`src/rtl/led_count_monitor.sv`:
```
// led_count_monitor: watches an LED counter word and checks that it advances by exactly one
// per step at a steady rate of enabled cycles, flagging sticky value and timing errors.
module led_count_monitor #(
    parameter int EXT_CLOCK_FREQ = 50000000,
    parameter int LEDG_SIZE      = 8,
    parameter int TICKS_PER_STEP = EXT_CLOCK_FREQ / 5,
    parameter int TOL            = 2
) (
    input  logic                 EXTCLK,
    input  logic                 RST,
    input  logic [LEDG_SIZE-1:0] LED_IN,
    input  logic                 ENABLE,
    output logic                 LOCKED,
    output logic                 STEP_PULSE,
    output logic [15:0]          STEP_CNT,
    output logic [31:0]          LAST_PERIOD,
    output logic                 ERR_VALUE,
    output logic                 ERR_TIMING
);
    localparam int CW = LEDG_SIZE - 1;
    localparam logic [31:0] LO = 32'(TICKS_PER_STEP - TOL);
    localparam logic [31:0] HI = 32'(TICKS_PER_STEP + TOL);

    typedef enum logic {IDLE, TRACK} state_t;

    state_t               state_q, state_d;
    logic [LEDG_SIZE-1:0] prev_q;
    logic [LEDG_SIZE-1:0] expected;
    logic [31:0]          pcnt_q, pcnt_d, last_q, last_d, step_len;
    logic [15:0]          cnt_q, cnt_d;
    logic                 pulse_q, pulse_d, errv_q, errv_d, errt_q, errt_d;
    logic                 change;

    assign change   = LED_IN != prev_q;
    assign expected = {prev_q[CW] ^ (&prev_q[CW-1:0]), prev_q[CW-1:0] + CW'(1)};
    assign step_len = (pcnt_q == '1) ? pcnt_q : pcnt_q + 32'd1;

    always_comb begin
        state_d = state_q;
        pcnt_d  = change ? '0 : (ENABLE && pcnt_q != '1) ? pcnt_q + 32'd1 : pcnt_q;
        last_d  = last_q;
        cnt_d   = cnt_q;
        pulse_d = 1'b0;
        errv_d  = errv_q;
        errt_d  = errt_q;
        if (state_q == IDLE) begin
            if (change) begin
                state_d = TRACK;
                cnt_d   = '0;
            end
        end else if (change) begin
            if (!ENABLE) begin
                errv_d = 1'b1;
            end else if (LED_IN == expected) begin
                pulse_d = 1'b1;
                cnt_d   = cnt_q + 16'd1;
                last_d  = step_len;
                if (step_len < LO || step_len > HI) errt_d = 1'b1;
            end else if (LED_IN == '0) begin
                state_d = IDLE;
            end else begin
                errv_d = 1'b1;
            end
        // the counter steps past HI exactly once per interval, so this fires once
        end else if (ENABLE && pcnt_q == HI) begin
            errt_d = 1'b1;
        end
    end

    always_ff @(posedge EXTCLK) begin
        prev_q <= LED_IN;
        if (RST) begin
            state_q <= IDLE;
            pcnt_q  <= '0;
            last_q  <= '0;
            cnt_q   <= '0;
            pulse_q <= 1'b0;
            errv_q  <= 1'b0;
            errt_q  <= 1'b0;
        end else begin
            state_q <= state_d;
            pcnt_q  <= pcnt_d;
            last_q  <= last_d;
            cnt_q   <= cnt_d;
            pulse_q <= pulse_d;
            errv_q  <= errv_d;
            errt_q  <= errt_d;
        end
    end

    assign LOCKED      = state_q == TRACK;
    assign STEP_PULSE  = pulse_q;
    assign STEP_CNT    = cnt_q;
    assign LAST_PERIOD = last_q;
    assign ERR_VALUE   = errv_q;
    assign ERR_TIMING  = errt_q;
endmodule

```
`config.mk`:
```
export PLATFORM = sky130hd
export DESIGN_NAME = led_count_monitor
export DESIGN_NICKNAME = d
export VERILOG_FILES = /design/src/rtl/led_count_monitor.sv
export SDC_FILE = /design/constraint.sdc
export NUM_CORES = 1
export LEC_CHECK = 0
export CAP_MARGIN = 0
export CORE_MARGIN = 2
export CORE_UTILIZATION = 55
export CTS_BUF_LIST = sky130_fd_sc_hd__clkbuf_16
export CTS_CLUSTER_SIZE = 30
export DETAILED_ROUTE_END_ITERATION = 8
export GPL_ROUTABILITY_DRIVEN = 0
export PLACE_DENSITY_LB_ADDON = 0.05
export SYNTH_ARGS = -nofsm -noshare
export SYNTH_HDL_FRONTEND = slang
export SYNTH_SLANG_ARGS = --single-unit
```
`constraint.sdc`:
```
create_clock -name EXTCLK -period 3.8 [get_ports EXTCLK]
set_clock_uncertainty 0.15 [all_clocks]
set_input_delay 0.95 -clock EXTCLK [delete_from_list [all_inputs] [get_ports EXTCLK]]
set_output_delay 0.95 -clock EXTCLK [all_outputs]
set_load 0.03 [all_outputs]
```
==> flow_metrics.tcl <==
set metrics [dict create \
    status "complete, no violations" \
    powerDensity_nw_per_um2 305 \
    rsz0062_at_grt "no" \
    cts_buffer_depth 2 \
    drt_iter0_drc 303 \
    portBuffers 62 \
    synthTopCellsByArea "dfxtp_1 (36%), nor2_1 (6.9%), xnor2_1 (6.7%)" \
    grt_pass1_wl_um 21700 \
    ys_seq_elements 92 \
    antenna_found_initial 0 \
    ys_warn_count 0 \
    core_region_area_um2 9150 \
    cts-resized-gates 0 \
    grt_usage_pct 26.6 \
    dominantRegCellSynth "dfxtp_1" \
    drc 0 \
    h-tree-depth 3 \
    die_h_um 101 \
    synthTopCellsByCount "nor2_1 (94), dfxtp_1 (92), nand2_1 (48), clkbuf_1 (47), xnor2_1 (39)" \
    whs_path_depth 2 \
    postSynthAreaPerCell_um2 7.96 \
    worstSetupStartpoint "pcnt_q[10]" \
    initial_core_util_pct 56.1 \
    cts-hold-fix-buffers 0 \
    io_pins 63 \
    grt_start_max_net_pins 54 \
    cts.clk_slew.worst_paths_ns 0.07 \
    path_class "flop to flop" \
    grt.overflow.total 0 \
    tightest_slew_ns 1.05 \
    area.growth.synth_to_final_pct 19.8 \
    die-area_um2 10100 \
    cts.sinks 92 \
    irDropWorstVdd_v 0.000234 \
    r2r_cells 9 \
    worst_setup_path_start_kind "flop" \
    ys_seq_area_share_pct 35.9 \
    fillers 831 \
    cts_root_buf "clkbuf_16" \
    synth-edff-count 0 \
    hold_viol 0 \
    via_count 4875 \
    row_count 35 \
    drive_gt1_share_pct 8.65 \
    diodes 0 \
    fin_tns_setup_ns 0 \
    crit_arrival_ns 3.48 \
    drtPass1Iterations 5 \
    end_kind "flop" \
    ant_nets 0 \
    syn-num-nets 660 \
    min_from "LAST_PERIOD[24]" \
    cts_tree "done" \
    multi_input_area_um2 3010 \
    r2r_start "pcnt_q[10]" \
    slew_headroom_pct 30.3 \
    setup_viol 0 \
    syn-cell-area_um2 5140 \
    final_nets 705 \
    fin_crit_ns 3.43 \
    seqCellArea_um2 1840 \
    synth.largest_area_cell "dfxtp_1" \
    vias_per_cell 6.06 \
    max_freq_mhz 291 \
    synth_top_cell_area_share_pct 35.9 \
    cts_buffers 9 \
    instances_no_fill 805 \
    dp_hpwl_um 9470 \
    die_x_um 101 \
    p_leak_nw 1.97 \
    hold_class "flop to flop" \
    first_global_vias 4375 \
    period_share_pct 90.3 \
    synth.most_common_cell "nor2_1" \
    drv_cap 0 \
    avgRoutedWirePerCell_um 16.3 \
    clk_latency_ns 0.34 \
    slew_violations 0 \
    cts_setup_buffers 0 \
    dp.cells 790 \
    yosysUniqueCellTypes 57 \
    synth_cells 645 \
    async_reset_ff_share_pct 0 \
    worstPathMaxFanout 9 \
    routed_wl_um 13200 \
    critPathRequiredTime_ns 3.85 \
]
## final timing paths
kind                     endpoint  slack (ns)
setup / recovery       ERR_TIMING        0.37
hold / removal    LAST_PERIOD[24]        0.30
setup reg to reg       ERR_TIMING        0.37
hold reg to reg   LAST_PERIOD[24]        0.30
## registers in the layout, summed over array words and instances, names as in the netlist
name / flops
ERR_TIMING: 1
LOCKED: 1
STEP_CNT: 16
LAST_PERIOD: 32
STEP_PULSE: 1
prev_q: 8
pcnt_q: 32
ERR_VALUE: 1
## power by group
part           leakage, nW  internal [mW]  switching, mW
registers            0.744          0.971        0.00614
logic                 1.10         0.0322         0.0480
clock network        0.125          0.440          0.378
total                 1.97           1.44          0.433
## worst max-delay path: stages (launching register included)
cell	delay (ns)
dfxtp_1	0.58
nand4_4	0.18
or4_4	0.58
nor4_4	0.33
xnor2_1	0.14
or4_4	0.53
nor4b_2	0.28
o2111ai_1	0.15
o31ai_1	0.27
a21oi_1	0.10
## placed cells by master, fill, tap and decap left out, types with 4 or more instances in the layout
cell type / Yosys / final
buf_4: 3 / 30
a311oi_1: 25 / 25
and2_1: 7 / 7
nor3_1: 19 / 19
xnor2_1: 39 / 39
nor4_1: 12 / 12
nor2_1: 94 / 93
nand4_1: 20 / 20
dfxtp_1: 92 / 92
inv_1: 10 / 10
xor2_1: 28 / 28
clkbuf_16: 0 / 9
ha_1: 4 / 4
nand2_1: 48 / 48
o211ai_1: 4 / 4
a211oi_1: 10 / 10
nand3_1: 30 / 30
and4_1: 8 / 8
or3_1: 8 / 8
clkdlybuf4s50_1: 0 / 61
a21oi_1: 37 / 37
and3_1: 11 / 11
nand3b_1: 5 / 5
o21ai_0: 21 / 21
a31oi_1: 6 / 6
## per-stage QoR
| step | setup slack [ns] | util [%] | power, mW | area, µm² | hold WS [ns] |
|---|---|---|---|---|---|
| 3_3_place_gp | 0.0655 | 64.3 | 1.08 | 5890 | 0.291 |
| 4_1_cts | 0.375 | 67.2 | 1.89 | 6150 | 0.306 |
| 2_1_floorplan | 0.397 | - | 1.05 | 5140 | 0.356 |
| 5_1_grt | 0.0451 | 67.2 | 1.93 | 6150 | 0.327 |
| 6_report | 0.368 | 67.2 | 1.87 | 6150 | 0.299 |
| 3_5_place_dp | 0.0864 | 64.3 | 1.08 | 5890 | 0.297 |
## kinds of logic after synthesis
family                     Yosys count  synth area share, %
AOI/OAI and AO/OA                  125                 16.3
xor gates and xnor gates            67                 11.4
adders and majority gates            4                0.974
buffers and inverters               69                 5.70
DFF                                 92                 35.9
muxes                                4                0.804
and+or+nand+nor                    284                 29.0
## per-layer routing
| metal | GRT usage, % | routed length (µm) | vias up |
|---|---|---|---|
| li1 | - | - | 2406 |
| met1 | 35.9 | 6040 | 2290 |
| met2 | 43.4 | 6280 | 157 |
| met3 | 3.26 | 578 | 22 |
| met4 | 10.2 | 261 | 0 |
| met5 | 0 | 0 | - |
## final cells by class
type	count	share of cell area, %
clock buffer	9	3.66
clock inverter	6	0.671
inverter	10	0.610
multi-input combinational	484	48.9
sequential	92	29.9
tap	111	2.26
timing repair buffer	93	14.0
(Power assumes the default switching activity.)
